--- src/rtl/cpu_write_back.sv ---
// cpu_write_back: final pipeline stage of the moxie core.
// Commits execute-stage results to the 16 x 32 register file
// ($fp, $sp, $r0..$r13). It also provides two combinational read ports to
// decode, and keeps a per-register pending-write scoreboard that drives the
// RAW-hazard stall back into decode.
// Optional build macro CPU_WB_BYPASS_EN: forwards a same-cycle commit to the
// read ports and lets the last pending write release the stall in its own
// commit cycle. Without it, reads see only the array contents.
module cpu_write_back #(
  parameter logic [31:0] SP_RESET = 32'h0000_0000,
  parameter int unsigned SB_WIDTH = 2
) (
  input  logic        clk_i,
  input  logic        rst_i,
  input  logic        register_write_enable_i,
  input  logic [3:0]  register_write_index_i,
  input  logic [31:0] result_i,
  input  logic [3:0]  riA_i,
  input  logic [3:0]  riB_i,
  input  logic        useA_i,
  input  logic        useB_i,
  output logic [31:0] regA_o,
  output logic [31:0] regB_o,
  input  logic        issue_i,
  input  logic        issue_writes_i,
  input  logic [3:0]  issue_dest_i,
  output logic        stall_o
);

  localparam logic [SB_WIDTH-1:0] CNT_MAX = '1;
  localparam logic [SB_WIDTH-1:0] CNT_ONE = SB_WIDTH'(1);

  logic [31:0]         regs [16];
  logic [SB_WIDTH-1:0] cnt  [16];
  logic                release_a;
  logic                release_b;
  logic                issue_accept;
  logic [15:0]         inc_vec;
  logic [15:0]         dec_vec;

`ifdef CPU_WB_BYPASS_EN
  logic commit_a;
  logic commit_b;

  assign commit_a  = register_write_enable_i && (register_write_index_i == riA_i);
  assign commit_b  = register_write_enable_i && (register_write_index_i == riB_i);
  assign regA_o    = commit_a ? result_i : regs[riA_i];
  assign regB_o    = commit_b ? result_i : regs[riB_i];
  // The final outstanding write lands this cycle, and its value is forwarded.
  assign release_a = commit_a && (cnt[riA_i] == CNT_ONE);
  assign release_b = commit_b && (cnt[riB_i] == CNT_ONE);
`else
  assign regA_o    = regs[riA_i];
  assign regB_o    = regs[riB_i];
  assign release_a = 1'b0;
  assign release_b = 1'b0;
`endif

  // Hazard: the operand still has a pending write, or the destination counter is full.
  always_comb begin
    stall_o = 1'b0;
    if (useA_i && (cnt[riA_i] != '0) && !release_a) stall_o = 1'b1;
    if (useB_i && (cnt[riB_i] != '0) && !release_b) stall_o = 1'b1;
    if (issue_i && issue_writes_i && (cnt[issue_dest_i] == CNT_MAX)) stall_o = 1'b1;
  end

  assign issue_accept = issue_i && issue_writes_i && !stall_o;

  // One-hot increment/decrement requests per register.
  always_comb begin
    inc_vec = '0;
    dec_vec = '0;
    if (issue_accept) inc_vec[issue_dest_i] = 1'b1;
    if (register_write_enable_i) dec_vec[register_write_index_i] = 1'b1;
  end

  // Architectural register file commit; $sp has its own reset value.
  always_ff @(posedge clk_i or posedge rst_i) begin
    if (rst_i) begin
      for (int r = 0; r < 16; r++) regs[r] <= '0;
      regs[1] <= SP_RESET;
    end else if (register_write_enable_i) begin
      regs[register_write_index_i] <= result_i;
    end
  end

  // Pending-write counters. A simultaneous issue and commit cancel out.
  // A decrement at zero is dropped.
  always_ff @(posedge clk_i or posedge rst_i) begin
    if (rst_i) begin
      for (int r = 0; r < 16; r++) cnt[r] <= '0;
    end else begin
      for (int r = 0; r < 16; r++) begin
        if (inc_vec[r] && !dec_vec[r]) begin
          cnt[r] <= cnt[r] + CNT_ONE;
        end else if (dec_vec[r] && !inc_vec[r] && (cnt[r] != '0)) begin
          cnt[r] <= cnt[r] - CNT_ONE;
        end
      end
    end
  end

endmodule

--- config.mk ---
export PLATFORM = sky130hd
export DESIGN_NAME = cpu_write_back
export DESIGN_NICKNAME = d
export VERILOG_FILES = /design/src/rtl/cpu_write_back.sv
export SDC_FILE = /design/constraint.sdc
export NUM_CORES = 1
export LEC_CHECK = 0
export CAP_MARGIN = 10
export CORE_UTILIZATION = 50
export CTS_BUF_LIST = sky130_fd_sc_hd__clkbuf_8
export DETAILED_ROUTE_END_ITERATION = 12
export GPL_TIMING_DRIVEN = 0
export PLACE_DENSITY = 0.7
export SLEW_MARGIN = 20
export SYNTH_ARGS = -nofsm -noshare
export SYNTH_HDL_FRONTEND = slang
export SYNTH_SLANG_ARGS = --single-unit
export TNS_END_PERCENT = 20
--- constraint.sdc ---
create_clock -name clk_i -period 24.2 [get_ports clk_i]
set_clock_uncertainty 0.1 [all_clocks]
set_input_delay 3.63 -clock clk_i [delete_from_list [all_inputs] [get_ports clk_i]]
set_output_delay 3.63 -clock clk_i [all_outputs]
set_load 0.05 [all_outputs]
After elaboration in Yosys (flattened, before gate mapping)
Index checks and enable logic that the tools add are counted.
- $add $sub $neg: 32
- magnitude comparators: 9
- equality and inequality tests: 1
- muxes and demuxes: 59
- bitwise logic cells: 4
- reduce and logical (&&, ||, !) cells: 123
- operator list (operator ; count):
    512-bit bitwise mux ; 1
    32-bit binary-select mux with 4-bit select ; 2
    32-bit two-way mux ; 5
    32-bit demux with 4-bit select ; 1
    2-bit two-way mux ; 38
    2-bit nonzero test ; 34
    1-bit logical AND ; 56
    1-bit zero test ; 33
    2-bit by 1-bit adder with 2-bit output, second input constant ; 16
    16-bit two-way mux ; 2
    2-bit by 1-bit subtractor with 2-bit output, second input constant ; 16
    2-bit binary-select mux with 4-bit select ; 3
    5-bit >= comparator, second input constant ; 4
    4-bit NOT with 5-bit output ; 4
    4-bit by 5-bit < comparator with 1-bit output, second input constant ; 2
    1-bit demux with 4-bit select ; 2
    4-bit by 1-bit >= comparator with 1-bit output, second input constant ; 2
    5-bit by 1-bit < comparator with 1-bit output, second input constant ; 1
    1-bit two-way mux ; 5
    2-bit equality test, second input constant ; 1
- bits in registers: 544
- input bits: 55

Longest topological paths before layout
Gate-level depths: netlist of the first run.
- word-level depth: 17
- depth in mapped cells: 10
- depth with buffers taken out: 8

Worst setup path after synthesis of the first run
OpenSTA, ideal clock, no wires.
- path kind: in2out
- from: input riA_i[0]
- to: output regA_o[18]
- arrival: 5.946 ns
- setup slack: 14.524 ns
- stages on the path: 5
- path buffers: 3
- cell sequence: clkbuf_1 buf_2 buf_1 mux4_2 mux4_2
- cells in the longest elaborated chain, start to end: 4
- RTL lines (what ; line ; RTL):
    start: declaration ; 18 ; input logic [3:0] riA_i,
    4-bit NOT with 5-bit output (not written as such) ; 53 ; assign regA_o = regs[riA_i];
    32-bit binary-select mux with 4-bit select ; 53 ;
    32-bit two-way mux (not written as such) (2 in a row) ; 53 ;
    end: declaration ; 22 ; output logic [31:0] regA_o,
No other way between the ends. The select of a mux whose other input is x is not followed.

Worst setup path in the final report of the first run
- from: input riB_i[1]
- to: output regB_o[6]
- cells in the longest elaborated chain, start to end: 4
- RTL lines (what ; line ; RTL):
    start: declaration ; 19 ; input logic [3:0] riB_i,
    4-bit NOT with 5-bit output (not written as such) ; 54 ; assign regB_o = regs[riB_i];
    32-bit binary-select mux with 4-bit select ; 54 ;
    32-bit two-way mux (not written as such) (2 in a row) ; 54 ;
    end: declaration ; 23 ; output logic [31:0] regB_o,
No other way between the ends. The select of a mux whose other input is x is not followed.

==> reports/metrics.yaml, run 1 <==
finish:
  final_common_cell: "nand2_1"
  mostFrequentLayoutCells: "nand2_1, dfrtp_1, mux4_2"
  design_area_um2: 33600
  area_growth_pct: 14.5
  fin_util_pct: 58.1
  drive_above_1_share_pct: 34.3
  finalNetCount: 2501
cts:
  ctsResizeCount: 0
  clock_path_buffers: 3
  cts.clk_slew.worst_paths_ns: 0.05
  cts_htree_levels: 3
  cts_tree: "built"
  cts_buffers: 93
  cts_setup_buffers: 0
  cts_root_buf: "clkbuf_8"
  hold_buffers: 0
  clk_latency_ns: 0.72
  cts_sinks: 544
placed_design:
  dpl_cell_area_um2: 31600
  gp_congestion: 0.916
  dp_hpwl_mm: 61.2
  portBuffers: 113
setup_path:
  required_ns: 20.47
  cp_max_fo: 10
  cp-start-kind: "primary input"
  critical_path_arrival_ns: 7.92
  critPathKind: "in -> out"
  end_kind: "output pin"
synthesis:
  synth.cell_area_um2: 29300
  synthCells: 2229
  synthFlopType: "dfrtp_1"
  yosys_warnings: 0
  synth_edf_count: 0
  syn_area_per_cell_um2: 13.1
  yosysUniqueCellTypes: 50
  ys_seq_area_share_pct: 46.5
  synth_fp_nets: 2284
  synthArstFlopShare_pct: 100
  synth.top_cell.area_share_pct: 46.5
  netlist_top_cells_area: "dfrtp_1, mux4_2, mux2_2, nand2_1, clkbuf_1"
  ys_ff_latch: 544
  synth_area_leader_cell: "dfrtp_1"
die:
  die-area_um2: 59600
  core_um2: 57800
  start_util_pct: 50.7
  pin_count: 120
  dieWidth_um: 244
  die_y_um: 244
  fp-row-count: 88
drt:
  num_vias: 21187
  first_iter_violations: 2394
  viasPerCell: 6.45
  wirelength_mm: 91.6
  ant_nets: 0
  dr.pass1.iters: 8
  drc: 0
  wl_per_cell_um: 27.9
global_routing:
  grt_pass1_vias: 22368
  grt_use_met3_pct: 9.72
  grtUsageTotal_pct: 31.7
  grt_pass1_wl_mm: 139
  use_met2_pct: 48.6
  busiest_layer: "met2"
  grt_overflow_total: 0
  met1_usage_pct: 40.9
  antenna_found_initial: 3
  grt_max_degree: 110
timing:
  worst_pin_slew_ns: 1.29
  slew_violations: 0
  final-hold-violation-count: 0
  slew_headroom_pct: 14.1
  period_needed_ns: 11.65
  period_share_pct: 48.1
  fmax_ghz: 0.0858
  setup_violations: 0
  rsz0062_at_grt: "no"
status:
  status: "complete, no violations"
job:
  cap_violations: 0
power_and_ir_drop:
  powerDensity_nw_per_um2: 87.7
  p_leak_nw: 14.4
  vdd_drop_max_mv: 0.0478
hold_path:
  hold_path.class: "reg -> reg"
## worst paths after layout
| check | slack [ns] | to | cells past startpoint | startpoint |
|---|---|---|---|---|
| setup / recovery | 12.55 | regB_o[6] | 7 | riB_i[1] |
| hold / removal | 0.39 | regs[469] | 2 | regs[469] |
| setup reg to reg | 21.18 | cnt[26] | 10 | cnt[14] |
| hold reg to reg | 0.39 | regs[469] | 2 | regs[469] |
| max in group asynchronous | 19.54 | regs[237] | 4 | rst_i |
| min in group asynchronous | 3.19 | regs[347] | 2 | rst_i |
## power by group
| part | internal [mW] | total (mW) | switching, mW |
|---|---|---|---|
| Combinational | 0.426 | 0.819 | 0.393 |
| Clock | 0.460 | 0.852 | 0.392 |
| Sequential | 1.11 | 1.27 | 0.160 |
| Total | 2.00 | 2.94 | 0.946 |
## critical path: stages
cell             delay, ns
clkdlybuf4s50_1       0.60
buf_6                 0.19
clkbuf_1              0.77
clkbuf_1              1.02
mux4_2                0.44
mux4_2                0.53
clkdlybuf4s50_1       0.73
## final cells by class
type	instances	area, um2
plain buffers	189	758
clock inverters	46	229
inverters	6	30.0
flip-flops and latches	544	13600
repair buffers	122	1330
well taps	765	957
multi-input cells	1490	15000
fillers	4573	24200
clock buffers	122	1680
diodes	1	2.50
## logic make-up (layout without fill, tap and decap cells)
logic type	Yosys count	count (layout)	share of synthesized area [%]
buf+inv	195	485	2.57
mux	662	662	38.2
flops	544	544	46.5
compound gates	61	61	1.52
other cells	0	1	0
simple gates	761	761	11.1
xor+xnor	6	6	0.179
## registers in the layout, summed over array words and instances (netlist names)
signal and flops:
regs 512, cnt 32
## metal layers
metal / vias up / part of all wire [%]
met5: - / 0.12
met4: 6 / 5.1
met3: 317 / 11
met2: 1198 / 47
met1: 11058 / 37
li1: 8608 / -
## per-stage QoR
| stage | hold WS, ns | cells | setup slack, ns | TNS [ns] | total power, mW |
|---|---|---|---|---|---|
| after CTS | 0.394 | 3284 | 12.21 | 0 | 2.94 |
| after global routing | 0.423 | 3285 | 12.44 | 0 | 3.06 |
| after global placement | 0.370 | 3107 | -0.573 | -290.94 | 2.04 |
| after floorplan | 0.358 | 2229 | 5.26 | 0 | 1.84 |
| final | 0.394 | 3285 | 12.55 | 0 | 2.94 |
| after detailed placement | 0.379 | 3116 | 12.22 | 0 | 2.09 |
## synth_stat cells, types with 5 or more instances
library cell and number:
mux2i_1 6, nor2_1 36, nor3_1 19, nor2b_1 7
nor4_4 5, nand3_1 28, mux2_2 324, nor4_2 10
buf_2 6, inv_1 6, clkbuf_1 154, nand2_1 610
mux4_2 332, a21oi_1 14, nand2b_1 6, o21ai_0 12
buf_1 26, nand3b_1 7, o21bai_1 6, and2_1 8
dfrtp_1 544
Power figures use the tool's default switching activity.
==> run 2, diff against run 1 <==
PLACE_DENSITY = 0.72   (was 0.7)
clock period = 10.45 ns   (was 24.2 ns; I/O delays follow)
==> run 2 against run 1 <==
  * Count of clock-buffer cells in the layout down 10
  * Cell count is 0.21% higher
  * Combinational power grew 130%
  * Via count rose by 1.7%
  * Largest power group unchanged
  * Worst hold slack improved by 0.0015 ns
  * First-iteration DRC count fell by 2.3%
  * Die area stayed put
  * Sequential share of layout area decreased by 0.12 points
  * Critical path depth up 1
  * Clock power increased by 120%
==> reports/metrics.yaml, run 2 (synthesized netlist as in run 1, its figures left out) <==
status:
  status: "complete, no violations"
power_and_ir_drop:
  p_sw_share_pct: 32.3  # +0.18 points
  power_frac_seq_pct: 43.6  # +0.4 points
  p_leak_nw: 14.5  # +0.44%
  combPwrFrac_pct: 28.2  # +0.4 points
  intPower_mw: 4.58  # +130%
  p_clk_share_pct: 28.3  # -0.7 points
  powerDensity_nw_per_um2: 201  # +130%
  p_sw_mw: 2.19  # +130%
  vdd_drop_max_mv: 0.0983  # +110%
cts:
  cts_buffers: 92  # -1.1%
  cts_htree_levels: 3  # unchanged
  hold_buffers: 0  # unchanged
  cts_setup_buffers: 0  # unchanged
  cts_sinks: 544  # unchanged
  cts_tree: "built"
  cts.clk_slew.worst_paths_ns: 0.06  # about the same
  clk_latency_ns: 0.72  # about the same
  clock_path_buffers: 3  # unchanged
  ctsResizeCount: 0  # unchanged
  cts_root_buf: "clkbuf_8"
timing:
  period_share_pct: 72.4
  slew_headroom_pct: 13.9  # -0.18 points
  slew_violations: 0  # unchanged
  rsz0062_at_grt: "no"
  setup_violations: 0  # unchanged
  final-hold-violation-count: 0  # unchanged
  period_needed_ns: 7.57
  worst_pin_slew_ns: 1.28  # -0.00716 ns
  whs_ns: 0.396  # +0.00146 ns
  fmax_ghz: 0.132
job:
  cap_violations: 0  # unchanged
hold_path:
  hold_depth: 2  # unchanged
  hold_path.class: "reg -> reg"
die:
  dieWidth_um: 244  # unchanged
  die-area_um2: 59600  # unchanged
  die_y_um: 244  # unchanged
  fp-row-count: 88  # unchanged
  core_um2: 57800  # unchanged
  start_util_pct: 50.7  # unchanged
  pin_count: 120  # unchanged
global_routing:
  grt_pass1_wl_mm: 140  # +0.68%
  grt_pass1_vias: 22835  # +2.1%
  grt_overflow_total: 0  # unchanged
  grt_max_degree: 37  # -66%
  grtUsageTotal_pct: 31.9  # +0.24 points
  antenna_found_initial: 2  # -1
finish:
  mostFrequentLayoutCells: "nand2_1, dfrtp_1, mux4_2"
  finalNetCount: 2510  # +0.36%
  largest_reg_flops: 512  # unchanged
  largestRegisters: "regs: 512 flops, cnt: 32 flops"
  fin_util_pct: 58.2  # +0.17 points
  drive_above_1_share_pct: 34.3  # about the same
  final_common_cell: "nand2_1"
  largest_register: "regs"
  area_growth_pct: 14.9
drt:
  first_iter_violations: 2339  # -2.3%
  wirelength_mm: 92.5  # +1.0%
  drc: 0  # unchanged
  num_vias: 21540  # +1.7%
  viasPerCell: 6.54  # +1.4%
  dr.pass1.iters: 8  # unchanged
  wl_per_cell_um: 28.1  # +0.82%
  ant_nets: 0  # unchanged
setup_path:
  critPathKind: "in -> out"
  end_kind: "output pin"
  cp-start-kind: "primary input"
  cp_max_fo: 10  # unchanged
  critical_path_arrival_ns: 5.90  # -2.02 ns
  r2r.worst_path.cells: 9  # -1
  required_ns: 8.78  # -11.69 ns
placed_design:
  portBuffers: 113  # unchanged
  dp_hpwl_mm: 62.3  # +1.7%
  gp_congestion: 0.867  # -5.4%
==> run 2: changes by cell type in the layout (fill, tap and decap cells not counted), sizes merged <==
cell	change
buf	+6
bufinv	+1
clkbuf	-6
clkinv	-3
clkinvlp	+1
diode	+3
inv	+5
==> run 2: worst max-delay path, cell delays in order <==
cell and delay (ns):
clkdlybuf4s50_1 0.59, buf_6 0.18, clkbuf_2 0.51, clkbuf_1 0.48, clkbuf_1 0.87, mux4_2 0.42
mux4_2 0.54, clkdlybuf4s50_1 0.73
==> run 2: worst paths after layout <==
| path | to | start | slack, ns |
|---|---|---|---|
| worst min-delay path | regs[478] | regs[478] | 0.40 |
| worst max register to register | cnt[0] | cnt[14] | 7.38 |
| max in group asynchronous | regs[235] | rst_i | 7.21 |
| min in group asynchronous | cnt[16] | rst_i | 1.20 |
| worst min register to register | regs[478] | regs[478] | 0.40 |
| worst max-delay path | regB_o[17] | riB_i[1] | 2.88 |
==> run 2: stage by stage <==
stage	worst slack, ns	cell area [um2]	setup TNS (ns)	instances	power, mW
3_5_place_dp	2.50	31800	0	3126	4.86
5_1_grt	2.81	33700	0	3289	7.04
3_3_place_gp	-1.76	31400	-919.38	3107	4.72
6_report	2.88	33700	0	3292	6.77
2_1_floorplan	1.38	29300	0	2229	4.26
4_1_cts	2.49	33600	0	3288	6.75
==> run 2: routing by layer <==
| layer | routed length [um] | track usage [%] | vias up | share of wire (%) |
|---|---|---|---|---|
| met5 | 0 | 0 | - | 0 |
| met4 | 5340 | 18.2 | 0 | 5.8 |
| met3 | 9810 | 9.56 | 343 | 11 |
| met2 | 42900 | 48.9 | 1333 | 46 |
| met1 | 34400 | 40.6 | 11220 | 37 |
| li1 | - | - | 8644 | - |
==> run 2: final cells by class <==
type                    instances  area (um2)
multi-input cells            1490       15000
diodes                          4        10.0
clock buffers                 112        1540
repair buffers                132        1520
plain buffers                 189         764
inverters                       6        26.3
flip-flops and latches        544       13600
clock inverters                50         273
well taps                     765         957
fillers                      4468       24100
==> run 2: power by group through the flow <==
| stage | clock, mW | combinational [mW] | sequential (mW) |
|---|---|---|---|
| floorplan | 0 | 1.42 | 2.84 |
| global placement | 0 | 1.82 | 2.90 |
| detailed placement | 0 | 1.90 | 2.96 |
| CTS | 1.92 | 1.90 | 2.93 |
| global route | 2.03 | 2.02 | 3.00 |
| finish | 1.91 | 1.91 | 2.95 |
